**src/rtl/booth_seq_mult.sv**
```systemverilog
// Sequential radix-2 Booth multiplier: one add/subtract-and-shift step per clock,
// start/done handshake, runtime signed/unsigned operand mode.
module booth_seq_mult #(
    parameter int WIDTH = 8
) (
    input  logic                 clk,
    input  logic                 rst,
    input  logic                 start,
    input  logic                 signed_mode,
    input  logic [WIDTH-1:0]     multiplicand,
    input  logic [WIDTH-1:0]     multiplier,
    output logic                 busy,
    output logic                 done,
    output logic [2*WIDTH-1:0]   product
);

    // One extra bit lets unsigned operands ride the signed Booth datapath.
    localparam int N  = WIDTH + 1;
    localparam int CW = $clog2(N + 1);

    typedef enum logic [1:0] {IDLE, RUN, DONE} state_t;

    state_t                state, state_nxt;
    logic signed [N-1:0]   acc;
    logic        [N:0]     q_reg;
    logic signed [N-1:0]   m_reg;
    logic        [CW-1:0]  cnt;

    logic signed [N-1:0]   acc_sum;
    logic signed [N-1:0]   acc_nxt;
    logic        [N:0]     q_nxt;
    logic                  last_step;

    function automatic logic signed [N-1:0] ext(input logic [WIDTH-1:0] v, input logic sm);
        return {sm & v[WIDTH-1], v};
    endfunction

    assign last_step = (cnt == CW'(N - 1));
    assign busy      = (state == RUN);
    assign done      = (state == DONE);

    always_comb begin
        acc_sum = acc;
        case (q_reg[1:0])
            2'b01:   acc_sum = acc + m_reg;
            2'b10:   acc_sum = acc - m_reg;
            default: acc_sum = acc;
        endcase
        acc_nxt = acc_sum >>> 1;
        q_nxt   = {acc_sum[0], q_reg[N:1]};
    end

    always_comb begin
        state_nxt = state;
        case (state)
            IDLE:    if (start) state_nxt = RUN;
            RUN:     if (last_step) state_nxt = DONE;
            DONE:    state_nxt = IDLE;
            default: state_nxt = IDLE;
        endcase
    end

    always_ff @(posedge clk or posedge rst) begin
        if (rst) begin
            state   <= IDLE;
            acc     <= '0;
            q_reg   <= '0;
            m_reg   <= '0;
            cnt     <= '0;
            product <= '0;
        end else begin
            state <= state_nxt;
            case (state)
                IDLE: begin
                    if (start) begin
                        acc   <= '0;
                        q_reg <= {ext(multiplier, signed_mode), 1'b0};
                        m_reg <= ext(multiplicand, signed_mode);
                        cnt   <= '0;
                    end
                end
                RUN: begin
                    acc   <= acc_nxt;
                    q_reg <= q_nxt;
                    cnt   <= cnt + CW'(1);
                    // Low 2*WIDTH bits of {A,Q[N:1]} are exact in both modes.
                    if (last_step)
                        product <= {acc_nxt[N-3:0], q_nxt[N:1]};
                end
                default: ;
            endcase
        end
    end

endmodule

```
**config.mk**
```make
export PLATFORM = sky130hd
export DESIGN_NAME = booth_seq_mult
export DESIGN_NICKNAME = d
export VERILOG_FILES = /design/src/rtl/booth_seq_mult.sv
export SDC_FILE = /design/constraint.sdc
export NUM_CORES = 1
export LEC_CHECK = 0
export ABC_AREA = 1
export CAP_MARGIN = 10
export CORE_ASPECT_RATIO = 0.75
export CORE_MARGIN = 2
export CORE_UTILIZATION = 55
export DETAILED_ROUTE_END_ITERATION = 8
export GPL_TIMING_DRIVEN = 0
export MAX_ROUTING_LAYER = met4
export PLACE_DENSITY = 0.91
export RECOVER_POWER = 50
export SYNTH_ARGS = -nofsm -noshare
export SYNTH_HDL_FRONTEND = slang
export SYNTH_SLANG_ARGS = --single-unit
```
**constraint.sdc**
```tcl
create_clock -name clk -period 2.6 [get_ports clk]
set_clock_uncertainty 0.2 [all_clocks]
set_input_delay 0.26 -clock clk [delete_from_list [all_inputs] [get_ports clk]]
set_output_delay 0.26 -clock clk [all_outputs]
set_load 0.02 [all_outputs]
```
==> impl_metrics.json, run 1 <==
{
  "numCtsBuffers": 5,
  "grt_pass1_vias": 2033,
  "seq_area_frac_synth_pct": 45.1,
  "critPathCaptureType": "flop",
  "synth_top_area_share_pct": 45.1,
  "clockBufferDepth": 2,
  "r2r_start": "m_reg[0]",
  "die_x_um": 85.2,
  "place_ws_ps": 13.1,
  "final-max-slew-violation-count": 0,
  "synth_top_area_cell": "dfrtp_1",
  "grt.total_usage_pct": 22.5,
  "grt_max_degree": 33,
  "start_util_pct": 56.5,
  "synthCells": 333,
  "cts_tree": "built",
  "syn_to_final_growth_pct": 21.0,
  "detail-route-antenna-nets": 0,
  "reg2reg_depth": 13,
  "critPathKind": "reg2reg",
  "max_slew_margin_pct": 47.9,
  "gp_congestion": 0.924,
  "drt_iter0_drc": 160,
  "hold_class": "in2async",
  "critPathMaxFanout": 3,
  "wl_um": 5990,
  "core-area_mm2": 0.00482,
  "h-tree-depth": 2,
  "clock_latency_ps": 310,
  "reg2reg_slack_ps": 130,
  "vias": 2281,
  "num_antenna_cells": 0,
  "synth_nets": 366,
  "worst_path_largest_cell_delay_ps": 410,
  "startpoint_type": "flop",
  "die_area_mm2": 0.00553,
  "avgRoutedWirePerCell_um": 13.6,
  "rows": 22,
  "crit_arrival_ps": 2470,
  "io_buffers": 37,
  "worstReg2RegEnd": "acc[3]",
  "fin_crit_sh_pct": 95.0,
  "dp_hpwl_um": 4440,
  "die_h_um": 64.9,
  "final_nets": 415,
  "synthTopCellsByArea": "dfrtp_1 45%, nand2_1 14%, inv_1 5.9%",
  "dp.cells": 431,
  "drc": 0,
  "maxCapViolCount": 0,
  "ys_ff_latch": 49,
  "via_per_inst": 5.17,
  "cp_common_cell": "nand2_1",
  "post_dp_cell_area_mm2": 0.00319,
  "drtPass1Iterations": 4,
  "fin_ws_ps": 130,
  "synth_warnings": 0,
  "cts_root_buf": "clkbuf_8",
  "cp_cell_sequence": "inv_2 -> ha_2 -> nand2_2 -> o21ai_2 -> xor2_1 -> ha_1 -> buf_4 -> buf_4 -> or2_1 -> nand3_1 -> nand2_1 -> nand2_1 -> nand2_1",
  "path_clk_slew_ps": 80,
  "hold_viol_final": 0,
  "critPathSlowestCell": "dfrtp_1",
  "yosysUniqueCellTypes": 32,
  "cts_num_sinks": 49,
  "fin_crit_ps": 2470,
  "final_cells": 441,
  "avgSynthCellArea_um2": 8.17,
  "fmax_mhz": 405,
  "syn-cell-area_mm2": 0.00272,
  "overflow": 0,
  "drive_gt1_share_pct": 13.6,
  "stdcell_area_mm2": 0.00329,
  "status": "complete, no violations",
  "antenna_found_initial": 0,
  "pin_count": 38,
  "cp.required_ps": 2600,
  "grt_pass1_wl_um": 9540,
  "largest_reg_flops": 16,
  "setup_viol": 0,
  "critPathLaunch": "m_reg[0]",
  "worst_pin_slew_ps": 782,
  "endpoint": "acc[3]"
}
## metal layers
| layer | up-vias | track usage, % | share of wire (%) |
|---|---|---|---|
| met5 | - | - | 0 |
| met2 | 63 | 34.0 | 47 |
| met4 | 0 | 4.76 | 0.13 |
| met3 | 2 | 3.44 | 5.6 |
| met1 | 1058 | 32.5 | 48 |
| li1 | 1158 | - | - |
## placed cells by master, fill, tap and decap left out, types with 2 or more instances in the layout
cell type / instances
or2_2: 3
nand3_2: 2
a21oi_2: 2
buf_4: 7
nand2_2: 4
ha_4: 2
inv_1: 42
nand3_1: 22
a21oi_1: 5
o21ai_1: 11
o21ai_0: 16
a22oi_1: 6
o22ai_1: 4
nor2_1: 9
inv_2: 8
xnor2_1: 2
nor2_2: 2
o21ai_2: 7
nand2_1: 103
xor2_1: 7
buf_6: 3
ha_1: 9
clkdlybuf4s50_1: 36
clkbuf_8: 5
dfrtp_1: 49
## kinds of logic after synthesis
logic type                 Yosys count  share of synthesized area [%]
AOI/OAI and AO/OA                   54                           12.2
buffers and inverters               59                           9.80
adders and majority gates           13                           6.26
and+or+nand+nor                    149                           23.7
DFF                                 49                           45.1
xor gates and xnor gates             9                           2.90
## cell usage after synthesis (all sizes together)
cell    count
nand2     108
o21bai      1
o22ai       4
o211ai      1
dfrtp      49
buf         8
xnor2       2
xor2        7
o31ai       1
inv        51
nor2       11
o21ai      34
a22oi       6
fa          1
nand3b      1
or2         4
a21oi       7
ha         12
nand4       1
nand3      24
## area by class of cell
type / instances / area [um2]
Clock inverter: 1 / 5.00
Sequential cell: 49 / 1230
Fill cell: 385 / 1530
Timing Repair Buffer: 42 / 405
Buffer: 8 / 65.1
Clock buffer: 5 / 68.8
Inverter: 51 / 194
Multi-Input combinational cell: 225 / 1250
Tap cell: 60 / 75.1
## worst min path at each step
stage	from	to	slack, ps	cells past startpoint
3_3_place_gp	product[12]	product[12]	260	2
4_1_cts	rst	product[1]	70	2
5_1_grt	product[3]	product[3]	300	2
2_1_floorplan	multiplicand[6]	m_reg[6]	170	2
6_report	rst	product[1]	270	2
3_5_place_dp	product[14]	product[14]	270	2
## critical path, delay by kind of cell, from the launching register on
family                   cells  cell delay (ps)
XOR/XNOR                     1              190
adder cells (fa/ha/maj)      2              500
AO/OA/AOI/OAI                1              170
buffers and inverters        3              360
flip-flops                   1              410
AND/OR/NAND/NOR              6              540
## per-stage QoR
stage | utilization, % | hold WS, ps | setup TNS, ps
2_1_floorplan | - | 170 | 0
3_3_place_gp | 65.7 | 263 | 0
3_5_place_dp | 66.1 | 266 | 0
4_1_cts | 67.7 | 72.8 | 0
5_1_grt | 68.3 | 305 | -54.2
6_report | 68.3 | 270 | 0
## timing repair
action | in CTS | in global routing
setup endpoints to repair | 1 | 9
pin swaps | 0 | 5
hold buffers | 0 | 0
buffers inserted | 0 | 4
resized for setup | 2 | 8
cloned | 0 | 0
Power of run 1 is not shown: default switching activity piles up to over one toggle a cycle in this logic, so the estimate is an artifact.
==> run 2, diff against run 1 <==
- clock period: 2.6 -> 2.7 ns (I/O delays scaled with it)
==> run 2 against run 1 <==
  * Clock-buffer cell count unchanged
  * Sequential share of layout area increased by 0.40 points
  * Setup slack improved by 86 ps
  * Global-route usage unchanged
  * Critical path depth increased by 1
  * Cell count decreased by 0.68%
  * Via count about the same
  * Hold slack improved by 9.5 ps
  * Die area unchanged
  * Highest routed layer unchanged
==> impl_metrics.json, run 2 (synthesis results as in run 1) <==
{
  "status": "complete, no violations",
  "drtPass1Iterations": 4,
  "worst_pin_slew_ps": 778,
  "final_cells": 438,
  "critPathKind": "reg2reg",
  "pin_count": 38,
  "hold_class": "reg2reg",
  "cts_tree": "built",
  "numCtsBuffers": 5,
  "drive_gt1_share_pct": 12.2,
  "grt.total_usage_pct": 22.5,
  "max_slew_margin_pct": 48.2,
  "gp_congestion": 0.924,
  "num_antenna_cells": 0,
  "grt_max_degree": 33,
  "via_per_inst": 5.21,
  "avgRoutedWirePerCell_um": 13.2,
  "die_h_um": 64.9,
  "clock_latency_ps": 300,
  "grt_setup_unrepaired": "yes",
  "die_x_um": 85.2,
  "io_buffers": 37,
  "detail-route-antenna-nets": 0,
  "grt_pass1_vias": 2033,
  "drt_iter0_drc": 154,
  "clockBufferDepth": 2,
  "hold_viol_final": 0,
  "start_util_pct": 56.5,
  "setup_viol": 0,
  "final_nets": 412,
  "overflow": 0,
  "path_clk_slew_ps": 80,
  "drc": 0,
  "dp_hpwl_um": 4440,
  "final-max-slew-violation-count": 0,
  "critPathMaxFanout": 5,
  "core-area_mm2": 0.00482,
  "mostFrequentLayoutCells": "104 x nand2_1, 49 x dfrtp_1, 44 x inv_1",
  "cts_root_buf": "clkbuf_8",
  "largest_reg_flops": 16,
  "critPathCaptureType": "flop",
  "die_area_mm2": 0.00553,
  "fmax_mhz": 403,
  "fin_ws_ps": 216,
  "maxCapViolCount": 0,
  "vias": 2282,
  "h-tree-depth": 2,
  "startpoint_type": "flop",
  "cp.required_ps": 2690,
  "wl_um": 5800,
  "crit_arrival_ps": 2470,
  "layout_commonest_cell": "nand2_1",
  "syn_to_final_growth_pct": 19.7,
  "dp.cells": 431,
  "rows": 22,
  "fin_crit_sh_pct": 92.0,
  "fin_crit_ps": 2480,
  "antenna_found_initial": 0,
  "grt_pass1_wl_um": 9540,
  "place_ws_ps": 113,
  "cts_num_sinks": 49
}
-- run 2: changes by cell type in the layout (fill, tap and decap cells not counted) --
cell	before	now
inv_2	8	6
buf_4	7	4
o21ai_1	11	10
inv_1	42	44
nand2_1	103	104
nand2_2	4	3
o21ai_0	16	17
ha_4	2	1
ha_2	1	2
-- run 2: metal layers --
layer | vias up | wire length [um] | GRT usage [%] | part of all wire, %
li1 | 1149 | - | - | -
met1 | 1064 | 2860 | 32.5 | 49
met2 | 65 | 2580 | 34.0 | 44
met3 | 4 | 332 | 3.44 | 5.7
met4 | 0 | 31 | 4.76 | 0.53
met5 | - | 0 | - | 0
-- run 2: path summary, 6_finish.rpt --
kind,startpoint,cells after the start,endpoint,slack [ps]
worst max-delay path,m_reg[1],14,product[15],220
worst min-delay path,product[3],2,product[3],280
worst max register to register,m_reg[1],14,product[15],220
worst min register to register,product[3],2,product[3],280
max in group asynchronous,rst,3,m_reg[8],820
min in group asynchronous,rst,2,product[1],290
-- run 2: final cells by class --
type | instances | area (um2)
repair buffers | 39 | 383
inverters | 51 | 194
fillers | 393 | 1560
plain buffers | 8 | 65.1
clock buffers | 5 | 68.8
flip-flops and latches | 49 | 1230
multi-input cells | 225 | 1240
clock inverters | 1 | 5.00
well taps | 60 | 75.1
-- run 2: critical path, stage by stage (launching register included) --
cell,delay (ps)
dfrtp_1,390
inv_1,120
ha_2,220
nand2_1,100
o21ai_2,190
xor2_1,200
ha_1,310
nand2_1,80
nand2_1,80
a21oi_2,150
nand2_1,70
nand2_1,70
nand3_2,70
nand3_1,90
nand2_1,50
-- run 2: through the flow --
step           util (%)  hold slack, ps  TNS, ps  area [um2]
2_1_floorplan         -             180        0        2720
3_3_place_gp       65.7             263        0        3170
3_5_place_dp       66.1             266        0        3190
4_1_cts            67.7            82.8        0        3260
5_1_grt            67.6             305    -23.6        3260
6_report           67.6             280        0        3260
-- run 2: repair_timing --
action,in CTS,in global routing
setup endpoints to repair,0,6
buffers inserted,0,1
resized for setup,0,5
hold buffers,0,0
Power of run 2 is left out for the same reason.
==> run 3, diff against run 2 <==
- HOLD_SLACK_MARGIN: default -> 0.05
- SETUP_SLACK_MARGIN: default -> 0.4
==> run 3 against run 2 <==
  * Global-route usage increased by 2.6 points
  * Cell count increased by 3.7%
  * Hold slack got worse by 1.1 ps
  * Routed wire length increased by 21%
  * Flip-flop and latch count unchanged
  * Design area increased by 9.6%
  * Non-clock buffer count increased by 16
  * Largest cell class unchanged
==> impl_metrics.json, run 3 (synthesis results as in run 1) <==
{
  "cp.required_ps": 2700,
  "fin_crit_sh_pct": 89.2,
  "num_antenna_cells": 0,
  "clockBufferDepth": 2,
  "crit_arrival_ps": 2410,
  "r2r_start": "m_reg[0]",
  "worst_path_largest_cell_delay_ps": 410,
  "path_buf_inv": 4,
  "fin_ws_ps": 291,
  "vias": 2480,
  "antenna_found_initial": 0,
  "h-tree-depth": 2,
  "cp_cell_sequence": "inv_2 -> buf_4 -> nand3_4 -> nand2_1 -> xor2_1 -> inv_1 -> ha_4 -> nand2_1 -> inv_2 -> nand2_2 -> nand2_2 -> nand2_1 -> nand2_1 -> nand3_2 -> nand3_2 -> nand2_1",
  "start_util_pct": 56.5,
  "numCtsBuffers": 5,
  "m1WireLength_um": 3070,
  "cts_tree": "built",
  "io_buffers": 37,
  "status": "complete, no violations",
  "detail-route-antenna-nets": 0,
  "fin_crit_ps": 2410,
  "drtPass1Iterations": 6,
  "hold_class": "in2async",
  "drt_iter0_drc": 207,
  "wl_met3_um": 456,
  "clock_latency_ps": 310,
  "worstReg2RegEnd": "acc[7]",
  "critPathKind": "reg2reg",
  "final_cells": 454,
  "reg2reg_slack_ps": 290,
  "pin_count": 38,
  "die_area_mm2": 0.00553,
  "regArea_mm2": 0.00123,
  "cp_common_cell": "nand2_1",
  "drive_gt1_share_pct": 22.6,
  "cts_num_sinks": 49,
  "critPathMaxFanout": 5,
  "syn_to_final_growth_pct": 31.2,
  "multiInputGateArea_mm2": 0.00143,
  "dp_hpwl_um": 4440,
  "grt_pass1_vias": 2167,
  "overflow": 0,
  "layout_commonest_cell": "nand2_1",
  "maxCapViolCount": 0,
  "place_ws_ps": 113,
  "path_depth": 16,
  "crit_family": "simple AND/OR/NAND/NOR gates",
  "largest_reg_flops": 16,
  "critPathCaptureType": "flop",
  "drc": 0,
  "dp.cells": 431,
  "mostFrequentLayoutCells": "95 x nand2_1, 49 x dfrtp_1, 40 x inv_1",
  "core-area_mm2": 0.00482,
  "final-max-slew-violation-count": 0,
  "path_clk_slew_ps": 80,
  "final_nets": 428,
  "routed.top_layer": "met4",
  "gp_congestion": 0.924,
  "startpoint_type": "flop",
  "grt.total_usage_pct": 25.1,
  "grt_max_degree": 33,
  "wl_met2_um": 3380,
  "rows": 22,
  "fillers": 329,
  "die_x_um": 85.2,
  "cts_root_buf": "clkbuf_8",
  "setup_tns_ps": 0,
  "max_slew_margin_pct": 48.4,
  "worst_pin_slew_ps": 774,
  "critPathSlowestCell": "dfrtp_1",
  "fmax_mhz": 415,
  "reg2reg_depth": 16,
  "hold_slack_ps": 279,
  "grt_setup_unrepaired": "yes",
  "wl_um": 7040,
  "via_per_inst": 5.46,
  "avgRoutedWirePerCell_um": 15.5,
  "hold_viol_final": 0,
  "grt_pass1_wl_um": 10400,
  "die_h_um": 64.9,
  "setup_viol": 0
}
## run 3: cell count changes in the layout (fill, tap and decap cells not counted), sizes merged
cell / delta
clkdlybuf4s50: -1
buf: +16
dlygate4sd2: +1
## run 3: area by class of cell
| class | instances | area share, % |
|---|---|---|
| buffer | 8 | 1.82 |
| clock buffer | 5 | 1.93 |
| clock inverter | 1 | 0.140 |
| inverter | 51 | 5.57 |
| multi-input combinational | 225 | 39.9 |
| sequential | 49 | 34.3 |
| tap | 60 | 2.10 |
| timing repair buffer | 55 | 14.2 |
## run 3: what timing repair did
item                                    CTS  global route
hold buffers                              0             0
gates resized for setup                  15            31
endpoints found under the hold margin     0             0
pin swaps                                 4            22
endpoints found under the setup margin   14            11
setup buffers                            10             7
## run 3: worst max path at each step
| stage | startpoint | to |
|---|---|---|
| after floorplan | m_reg[0] | acc[6] |
| after global placement | rst | m_reg[5] |
| after detailed placement | m_reg[0] | product[15] |
| after CTS | m_reg[0] | product[15] |
| after global routing | m_reg[0] | acc[7] |
| final | m_reg[0] | acc[7] |
## run 3: per-stage QoR
step / cell area, um2 / utilization, %
CTS: 3410 / 70.7
global route: 3570 / 74.1
finish: 3570 / 74.1
detailed placement: 3190 / 66.1
global placement: 3170 / 65.7
floorplan: 2720 / -
## run 3: routing by layer
metal	vias up	global-route usage (%)
met1	1169	35.0
met2	109	38.0
met5	-	-
met4	0	8.33
li1	1187	-
met3	15	3.95
Power of run 3 is left out for the same reason.
